**src/rtl/stream_source_if.sv**
```systemverilog
// Command and stream handshake bundle for stream_source.
// master is the generator side, slave is the consumer/commander side.
interface stream_source_if #(
    parameter int WIDTH = 32,
    parameter int CNT_W = 16
);
    logic             cmd_valid;
    logic             cmd_ready;
    logic [WIDTH-1:0] cmd_base;
    logic [WIDTH-1:0] cmd_stride;
    logic [CNT_W-1:0] cmd_count;
    logic [WIDTH-1:0] out_data;
    logic             out_valid;
    logic             out_ready;
    logic             out_last;
    logic             busy;
    logic             done;

    modport master (
        input  cmd_valid, cmd_base, cmd_stride, cmd_count, out_ready,
        output cmd_ready, out_data, out_valid, out_last, busy, done
    );

    modport slave (
        output cmd_valid, cmd_base, cmd_stride, cmd_count, out_ready,
        input  cmd_ready, out_data, out_valid, out_last, busy, done
    );
endinterface

```
**src/rtl/stream_source.sv**
```systemverilog
// Valid/ready stream generator: one command (base, stride, count)
// becomes count beats base, base+stride, ... with last on the final beat.
module stream_source #(
    parameter int WIDTH = 32,
    parameter int CNT_W = 16
) (
    input logic           clk,
    input logic           rst,
    stream_source_if.master bus
);
    typedef enum logic {
        IDLE = 1'b0,
        SEND = 1'b1
    } state_t;

    state_t           state, state_nxt;
    logic [WIDTH-1:0] data_q, data_nxt;
    logic [WIDTH-1:0] stride_q, stride_nxt;
    logic [CNT_W-1:0] rem_q, rem_nxt;
    logic             last_q, last_nxt;
    logic             done_q, done_nxt;

    always_ff @(posedge clk) begin
        if (rst) begin
            state    <= IDLE;
            data_q   <= '0;
            stride_q <= '0;
            rem_q    <= '0;
            last_q   <= 1'b0;
            done_q   <= 1'b0;
        end else begin
            state    <= state_nxt;
            data_q   <= data_nxt;
            stride_q <= stride_nxt;
            rem_q    <= rem_nxt;
            last_q   <= last_nxt;
            done_q   <= done_nxt;
        end
    end

    always_comb begin
        state_nxt  = state;
        data_nxt   = data_q;
        stride_nxt = stride_q;
        rem_nxt    = rem_q;
        last_nxt   = last_q;
        done_nxt   = 1'b0;
        unique case (state)
            IDLE: begin
                if (bus.cmd_valid) begin
                    stride_nxt = bus.cmd_stride;
                    if (bus.cmd_count == '0) begin
                        done_nxt = 1'b1;
                    end else begin
                        state_nxt = SEND;
                        data_nxt  = bus.cmd_base;
                        rem_nxt   = bus.cmd_count;
                        last_nxt  = (bus.cmd_count == CNT_W'(1));
                    end
                end
            end
            SEND: begin
                if (bus.out_ready) begin
                    if (rem_q == CNT_W'(1)) begin
                        // final beat: leave data as-is, count to zero
                        state_nxt = IDLE;
                        rem_nxt   = '0;
                        last_nxt  = 1'b0;
                        done_nxt  = 1'b1;
                    end else begin
                        data_nxt = data_q + stride_q;
                        rem_nxt  = rem_q - CNT_W'(1);
                        last_nxt = (rem_q == CNT_W'(2));
                    end
                end
            end
            default: state_nxt = IDLE;
        endcase
    end

    assign bus.cmd_ready = (state == IDLE);
    assign bus.out_valid = (state == SEND);
    assign bus.busy      = (state == SEND);
    assign bus.out_data  = data_q;
    assign bus.out_last  = last_q;
    assign bus.done      = done_q;
endmodule

```
**src/flat_wrapper.sv**
```systemverilog
// flat-port wrapper written by rule: the top's interface ports become plain ports
module stream_source_flat 
#(
    parameter int WIDTH = 32,
    parameter int CNT_W = 16
)
  (clk, rst, bus_cmd_valid, bus_cmd_base, bus_cmd_stride, bus_cmd_count, bus_out_ready, bus_cmd_ready, bus_out_data, bus_out_valid, bus_out_last, bus_busy, bus_done);
  stream_source_if #(.WIDTH(WIDTH), .CNT_W(CNT_W)) bus_i ();
  input logic clk;
  input logic rst;
  input wire logic [$bits(bus_i.cmd_valid)-1:0] bus_cmd_valid;
  input wire logic [$bits(bus_i.cmd_base)-1:0] bus_cmd_base;
  input wire logic [$bits(bus_i.cmd_stride)-1:0] bus_cmd_stride;
  input wire logic [$bits(bus_i.cmd_count)-1:0] bus_cmd_count;
  input wire logic [$bits(bus_i.out_ready)-1:0] bus_out_ready;
  output wire logic [$bits(bus_i.cmd_ready)-1:0] bus_cmd_ready;
  output wire logic [$bits(bus_i.out_data)-1:0] bus_out_data;
  output wire logic [$bits(bus_i.out_valid)-1:0] bus_out_valid;
  output wire logic [$bits(bus_i.out_last)-1:0] bus_out_last;
  output wire logic [$bits(bus_i.busy)-1:0] bus_busy;
  output wire logic [$bits(bus_i.done)-1:0] bus_done;
  assign bus_i.cmd_valid = bus_cmd_valid;
  assign bus_i.cmd_base = bus_cmd_base;
  assign bus_i.cmd_stride = bus_cmd_stride;
  assign bus_i.cmd_count = bus_cmd_count;
  assign bus_i.out_ready = bus_out_ready;
  assign bus_cmd_ready = bus_i.cmd_ready;
  assign bus_out_data = bus_i.out_data;
  assign bus_out_valid = bus_i.out_valid;
  assign bus_out_last = bus_i.out_last;
  assign bus_busy = bus_i.busy;
  assign bus_done = bus_i.done;
  stream_source #(.WIDTH(WIDTH), .CNT_W(CNT_W)) u_core (.clk(clk), .rst(rst), .bus(bus_i));
endmodule
```
**config.mk**
```make
export PLATFORM = sky130hd
export DESIGN_NAME = stream_source_flat
export DESIGN_NICKNAME = d
export VERILOG_FILES = /design/src/rtl/stream_source_if.sv /design/src/rtl/stream_source.sv /design/src/flat_wrapper.sv
export SDC_FILE = /design/constraint.sdc
export NUM_CORES = 1
export LEC_CHECK = 0
export ABC_AREA = 0
export CORE_ASPECT_RATIO = 2
export CORE_UTILIZATION = 52
export DETAILED_ROUTE_END_ITERATION = 10
export GPL_TIMING_DRIVEN = 0
export PLACE_DENSITY = 0.82
export SKIP_CTS_REPAIR_TIMING = 1
export SYNTH_ARGS = -nofsm -noshare
export SYNTH_HDL_FRONTEND = slang
export SYNTH_SLANG_ARGS = --single-unit
```
**constraint.sdc**
```tcl
create_clock -name clk -period 3.5 [get_ports clk]
set_input_delay 0.7 -clock clk [delete_from_list [all_inputs] [get_ports clk]]
set_output_delay 0.7 -clock clk [all_outputs]
set_load 0.01 [all_outputs]
```
==> results of run 1 <==
how the worst max path moves through the flow:
stage | startpoint | depth (start not counted) | to
6_report | bus_cmd_count[13] | 10 | u_core.rem_q[10]$_SDFFE_PP0P_
3_5_place_dp | bus_cmd_count[11] | 10 | u_core.bus.out_data[5]$_SDFFE_PP0P_
5_1_grt | bus_cmd_count[13] | 10 | u_core.bus.out_data[6]$_SDFFE_PP0P_
3_3_place_gp | bus_cmd_count[11] | 10 | u_core.bus.out_data[9]$_SDFFE_PP0P_
4_1_cts | bus_cmd_count[11] | 10 | u_core.bus.out_data[5]$_SDFFE_PP0P_
2_1_floorplan | u_core.bus.out_data[0]$_SDFFE_PP0P_ | 11 | u_core.bus.out_data[30]$_SDFFE_PP0P_
tightest hold or removal path, cell delays in order (launching register included):
cell     delay (ns)
dfxtp_1        0.31
nand2_1        0.05
a21oi_1        0.05
state kept, by name (all words and copies together), names as in the netlist:
signal / cells
u_core.bus.busy: 1
u_core.bus.done: 1
u_core.bus.out_data: 32
u_core.bus.out_last: 1
u_core.rem_q: 16
u_core.stride_q: 32
metrics by stage:
| stage | setup slack (ns) | hold WS, ns | area [µm²] | utilization [%] | power [µW] |
|---|---|---|---|---|---|
| 3_5_place_dp | 0.0604 | 0.454 | 6870 | 67.3 | 1990 |
| 6_report | 0.372 | 0.459 | 7230 | 70.8 | 3090 |
| 3_3_place_gp | 0.0891 | 0.448 | 6870 | 67.3 | 1960 |
| 2_1_floorplan | 0.986 | 0.440 | 5510 | - | 1640 |
| 5_1_grt | 0.0789 | 0.489 | 7230 | 70.8 | 3220 |
| 4_1_cts | 0.401 | 0.462 | 7210 | 70.6 | 3080 |
layout by cell type (no fill, tap or decap), types with 5 or more instances in the layout:
cell             instances
nor2_1                  65
dfxtp_1                 83
nor4_1                   7
inv_1                   16
nor3_1                   9
buf_6                    5
a211oi_1                23
a211oi_2                 7
nand3_1                 13
clkbuf_16                9
a31oi_1                  6
buf_2                    8
o21ai_0                 32
a21o_1                  18
mux2i_1                 17
o21a_1                   5
ha_1                    34
clkdlybuf4s50_1        119
nand2b_1                 6
a21oi_1                 90
nand2_1                111
nand4_1                  8
nor2b_1                  7
xor2_1                   5
clkbuf_1                29
xnor2_1                 20
a22oi_1                  8
layout make-up:
cell class / instances / share of cell area [%]
multi-input cells: 563 / 49.2
flip-flops and latches: 83 / 23.0
repair buffers: 119 / 16.5
plain buffers: 48 / 3.49
clock buffers: 9 / 3.11
well taps: 135 / 2.34
clock inverters: 6 / 1.56
inverters: 17 / 0.882
cells by family (layout without fill, tap and decap cells):
kind of cell / count (synthesis) / after routing / share of synthesized area [%]
muxes: 18 / 18 / 3.29
xor gates and xnor gates: 25 / 25 / 3.97
AOI/OAI and AO/OA: 234 / 234 / 28.0
and+or+nand+nor: 251 / 251 / 20.8
DFF: 83 / 83 / 30.1
buffers and inverters: 65 / 199 / 5.74
adders and majority gates: 35 / 35 / 8.08
power by group through the flow:
stage,Combinational [µW],Clock (µW),Sequential (µW)
global placement,848,0,1110
CTS,878,1110,1090
global route,972,1140,1100
detailed placement,871,0,1110
finish,890,1110,1100
floorplan,524,0,1110
layer usage:
| layer | vias up | wire (µm) | GRT usage (%) |
|---|---|---|---|
| met1 | 2788 | 6400 | 34.9 |
| met2 | 272 | 9650 | 61.3 |
| li1 | 2824 | - | - |
| met3 | 77 | 989 | 5.45 |
| met4 | 0 | 1090 | 23.9 |
| met5 | - | 0 | 0 |
==> flow_summary.ini, run 1 <==
[grt]
grt-ovfl-total = 0
grt_pass1_wl_mm = 28.8
antenna_found_initial = 0
grt_pass1_vias = 6130
grt_max_degree = 15
grtUsageTotal_pct = 34.4

[power]
power_frac_comb_pct = 28.8
power_density_mw_per_mm2 = 428
leakage_uw = 0.00289
peakVddDrop_v = 0.000474
seqPwrFrac_pct = 35.4
intPower_uw = 2130
p_clk_share_pct = 35.8
p_switching_uw = 966
sw_frac_of_total_pct = 31.2

[worst_setup_path]
crit_arrival_ns = 3.35
rr_startpoint = u_core.bus.out_data[0]$_SDFFE_PP0P_
crit_chain = clkdlybuf4s50_1, nor4_2, nand4_1, nor2_1, o21ai_0, clkbuf_1, clkbuf_1, nand2_1, a22oi_1, nor2_1
ff2ff_setup_slack_ns = 0.60
slowest_delay_ns = 0.59
cp.required_ns = 3.72
rr_endpoint = u_core.bus.out_data[30]$_SDFFE_PP0P_
criticalPathCategory = input pin to flip-flop
worst_setup_path_end_kind = flip-flop
critPathLaunchType = input pin
crit_fanout = 10
crit_slowest_cell = o21ai_0
reg2reg_depth = 11
crit_family = buffers and inverters
path_buf_inv = 3

[clock_tree]
cts_max_path_buffers = 2
cts_sinks = 83
htree_levels = 3
clk_pin_slew_ns = 0.06
cts_tree = done
cts_root_buffer = clkbuf_16
clock_latency_ns = 0.35
cts-buffers-inserted = 9

[sta]
min_period_ns = 3.13
setup_viol_count_final = 0
fmax_mhz = 320
min_period_over_period_pct = 89.4
final_max_slew_viol_count = 0
slew-limit-headroom_pct = 44.5
hold_violations = 0
fin_tns_setup_ns = 0
fin_skew_ns = 0.00785
tightest_slew_ns = 0.833
grt_setup_unrepaired = false

[yosys]
async_flop_share_pct = 0
ys_ff_latch = 83
yosysMostFrequentCell = nand2_1
yosysWarningCount = 0
ys_types = 72
synth_area_mm2 = 0.00551
ys_seq_area_share_pct = 30.1
synth_area_leaders = dfxtp_1 (30%), a21oi_1 (8.2%), ha_1 (7.7%)
avgSynthCellArea_um2 = 7.76
yosys.area.top_type = dfxtp_1
synth_edf_count = 0
netlist.area_leader.share_pct = 30.1
yosys-top-cells-count = nand2_1 (111), a21oi_1 (90), dfxtp_1 (83)
syn_inst = 711
synth_ff_type = dfxtp_1
syn_nets = 830

[routing]
dr.pass1.iters = 7
ant_nets = 0
vias = 5961
wire_per_inst_um = 18.5
drt_iter0_markers = 491
via_per_inst = 6.08
drc = 0
totalWireLength_mm = 18.1

[hold_path]
min_to = u_core.stride_q[14]$_SDFFE_PP0P_
whs_path_depth = 2
worst_hold_path_type = flip-flop to flip-flop
min_from = u_core.stride_q[14]$_SDFFE_PP0P_

[outcome]
status = finished clean

[cells_and_area]
fin_nets = 960
seqCellArea_mm2 = 0.00166
area_delta_synth_final_pct = 31.2
finalNonFillerCells = 980
insertedDiodeCount = 0
drive_above_1_share_pct = 6.63
multi_input_area_mm2 = 0.00356
fillers = 870

[die]
rows = 52
initial_utilization_pct = 54.0
core-area_mm2 = 0.0102
num_io_pins = 121
die_w_um = 74.8
fp.dieH_um = 148
die_area_mm2 = 0.0110

[placement]
placed_cells = 965
dpl.hpwl_mm = 13.8
place_congestion = 0.931
placement.io_buffers = 119

[flow_run]
cap_violations = 0
Power figures use the tool's default switching activity.
==> run 2: changes to the inputs <==
--- a/config.mk
+++ b/config.mk
@@ -9,6 +9,7 @@
 export CORE_ASPECT_RATIO = 2
 export CORE_UTILIZATION = 52
 export DETAILED_ROUTE_END_ITERATION = 10
+export GPL_ROUTABILITY_DRIVEN = 0
 export GPL_TIMING_DRIVEN = 0
 export PLACE_DENSITY = 0.82
 export SKIP_CTS_REPAIR_TIMING = 1
==> flow_summary.ini, run 2 (synthesis results as in run 1) <==
[worst_setup_path]
crit_family = buffers and inverters
cp.required_ns = 3.71
criticalPathCategory = input pin to flip-flop
crit_fanout = 10
worst_setup_path_end_kind = flip-flop
path_buf_inv = 3
crit_arrival_ns = 3.36
crit_slowest_cell = o21ai_0
critPathLaunchType = input pin
crit_chain = clkdlybuf4s50_1, nor4_2, nand4_1, nor2_1, o21ai_0, clkbuf_1, clkbuf_1, nand2_1, a22oi_1, nor2_1
slowest_delay_ns = 0.57

[sta]
min_period_over_period_pct = 90.0
fin_skew_ns = 0.00690
fmax_mhz = 318
slew-limit-headroom_pct = 37.4
setup_viol_count_final = 0
min_period_ns = 3.15
tightest_slew_ns = 0.939
grt_setup_unrepaired = false
final_max_slew_viol_count = 0
hold_violations = 0
fin_tns_setup_ns = 0
layout_setup_ws_ns = 0.351

[die]
die_w_um = 74.8
fp.dieH_um = 148
num_io_pins = 121
core-area_mm2 = 0.0102
die_area_mm2 = 0.0110
rows = 52
initial_utilization_pct = 54.0

[grt]
antenna_found_initial = 0
grt_pass1_wl_mm = 28.7
grt_max_degree = 14
grtUsageTotal_pct = 34.0
grt-ovfl-total = 0
grt_pass1_vias = 6102

[placement]
pre_cts_ws_ns = 0.0530
dpl.hpwl_mm = 13.7
placement.io_buffers = 119

[clock_tree]
cts_max_path_buffers = 2
clock_latency_ns = 0.34
htree_levels = 3
cts_sinks = 83
cts_tree = done
cts_root_buffer = clkbuf_16
clk_pin_slew_ns = 0.06
cts-buffers-inserted = 9

[routing]
drt_iter0_markers = 416
ant_nets = 0
vias = 5982
drc = 0
via_per_inst = 6.10
wire_per_inst_um = 18.3
dr.pass1.iters = 7
totalWireLength_mm = 17.9

[cells_and_area]
layout_commonest_cell = clkdlybuf4s50_1
fin_nets = 960
mostFrequentLayoutCells = clkdlybuf4s50_1 (119), nand2_1 (111), a21oi_1 (90)
insertedDiodeCount = 0
fin_util_pct = 70.0
drive_above_1_share_pct = 6.51
area_delta_synth_final_pct = 29.6

[power]
power_density_mw_per_mm2 = 398
leakage_uw = 0.00285
peakVddDrop_v = 0.000284

[outcome]
status = finished clean

[flow_run]
cap_violations = 0

[hold_path]
worst_hold_path_type = flip-flop to flip-flop
==> run 2: per-stage QoR <==
stage	area, µm²	instances	hold slack, ns	power, µW
after global placement	6870	965	0.448	1950
after detailed placement	6870	965	0.458	1980
final	7150	980	0.466	2840
after floorplan	5510	711	0.440	1640
after CTS	7130	980	0.466	2840
after global routing	7150	980	0.475	2970
==> run 2: routing by layer <==
layer	vias to the layer above	GRT usage, %	routed length [µm]
met2	289	60.0	9570
met3	85	8.18	1080
met1	2792	33.6	6260
li1	2816	-	-
met4	0	22.6	1010
met5	-	0	0
==> run 2: layout make-up <==
class	count	area, µm²
Buffer	48	253
Clock buffer	10	229
Timing Repair Buffer	119	1190
Fill cell	887	3070
Sequential cell	83	1660
Clock inverter	5	31.3
Multi-Input combinational cell	563	3550
Tap cell	135	169
Inverter	17	63.8
==> run 2: final timing paths <==
kind,slack (ns),start,to,cells after the start
setup / recovery,0.35,bus_cmd_count[13],u_core.rem_q[10]$_SDFFE_PP0P_,10
hold / removal,0.47,u_core.stride_q[14]$_SDFFE_PP0P_,u_core.stride_q[14]$_SDFFE_PP0P_,2
setup reg to reg,0.60,u_core.bus.busy$_SDFF_PP0_,u_core.rem_q[10]$_SDFFE_PP0P_,9
hold reg to reg,0.47,u_core.stride_q[14]$_SDFFE_PP0P_,u_core.stride_q[14]$_SDFFE_PP0P_,2
==> run 2: where the power goes <==
group	internal, µW	switching [µW]	total (µW)
clock network	474	387	862
logic	406	481	887
registers	1020	72.6	1100
total	1900	941	2840
==> run 2: worst min-delay path: cells and delay by family (launching register included) <==
kind	cells	cell delay [ns]
AOI/OAI and AO/OA	1	0.05
and+or+nand+nor	1	0.05
DFF	1	0.31
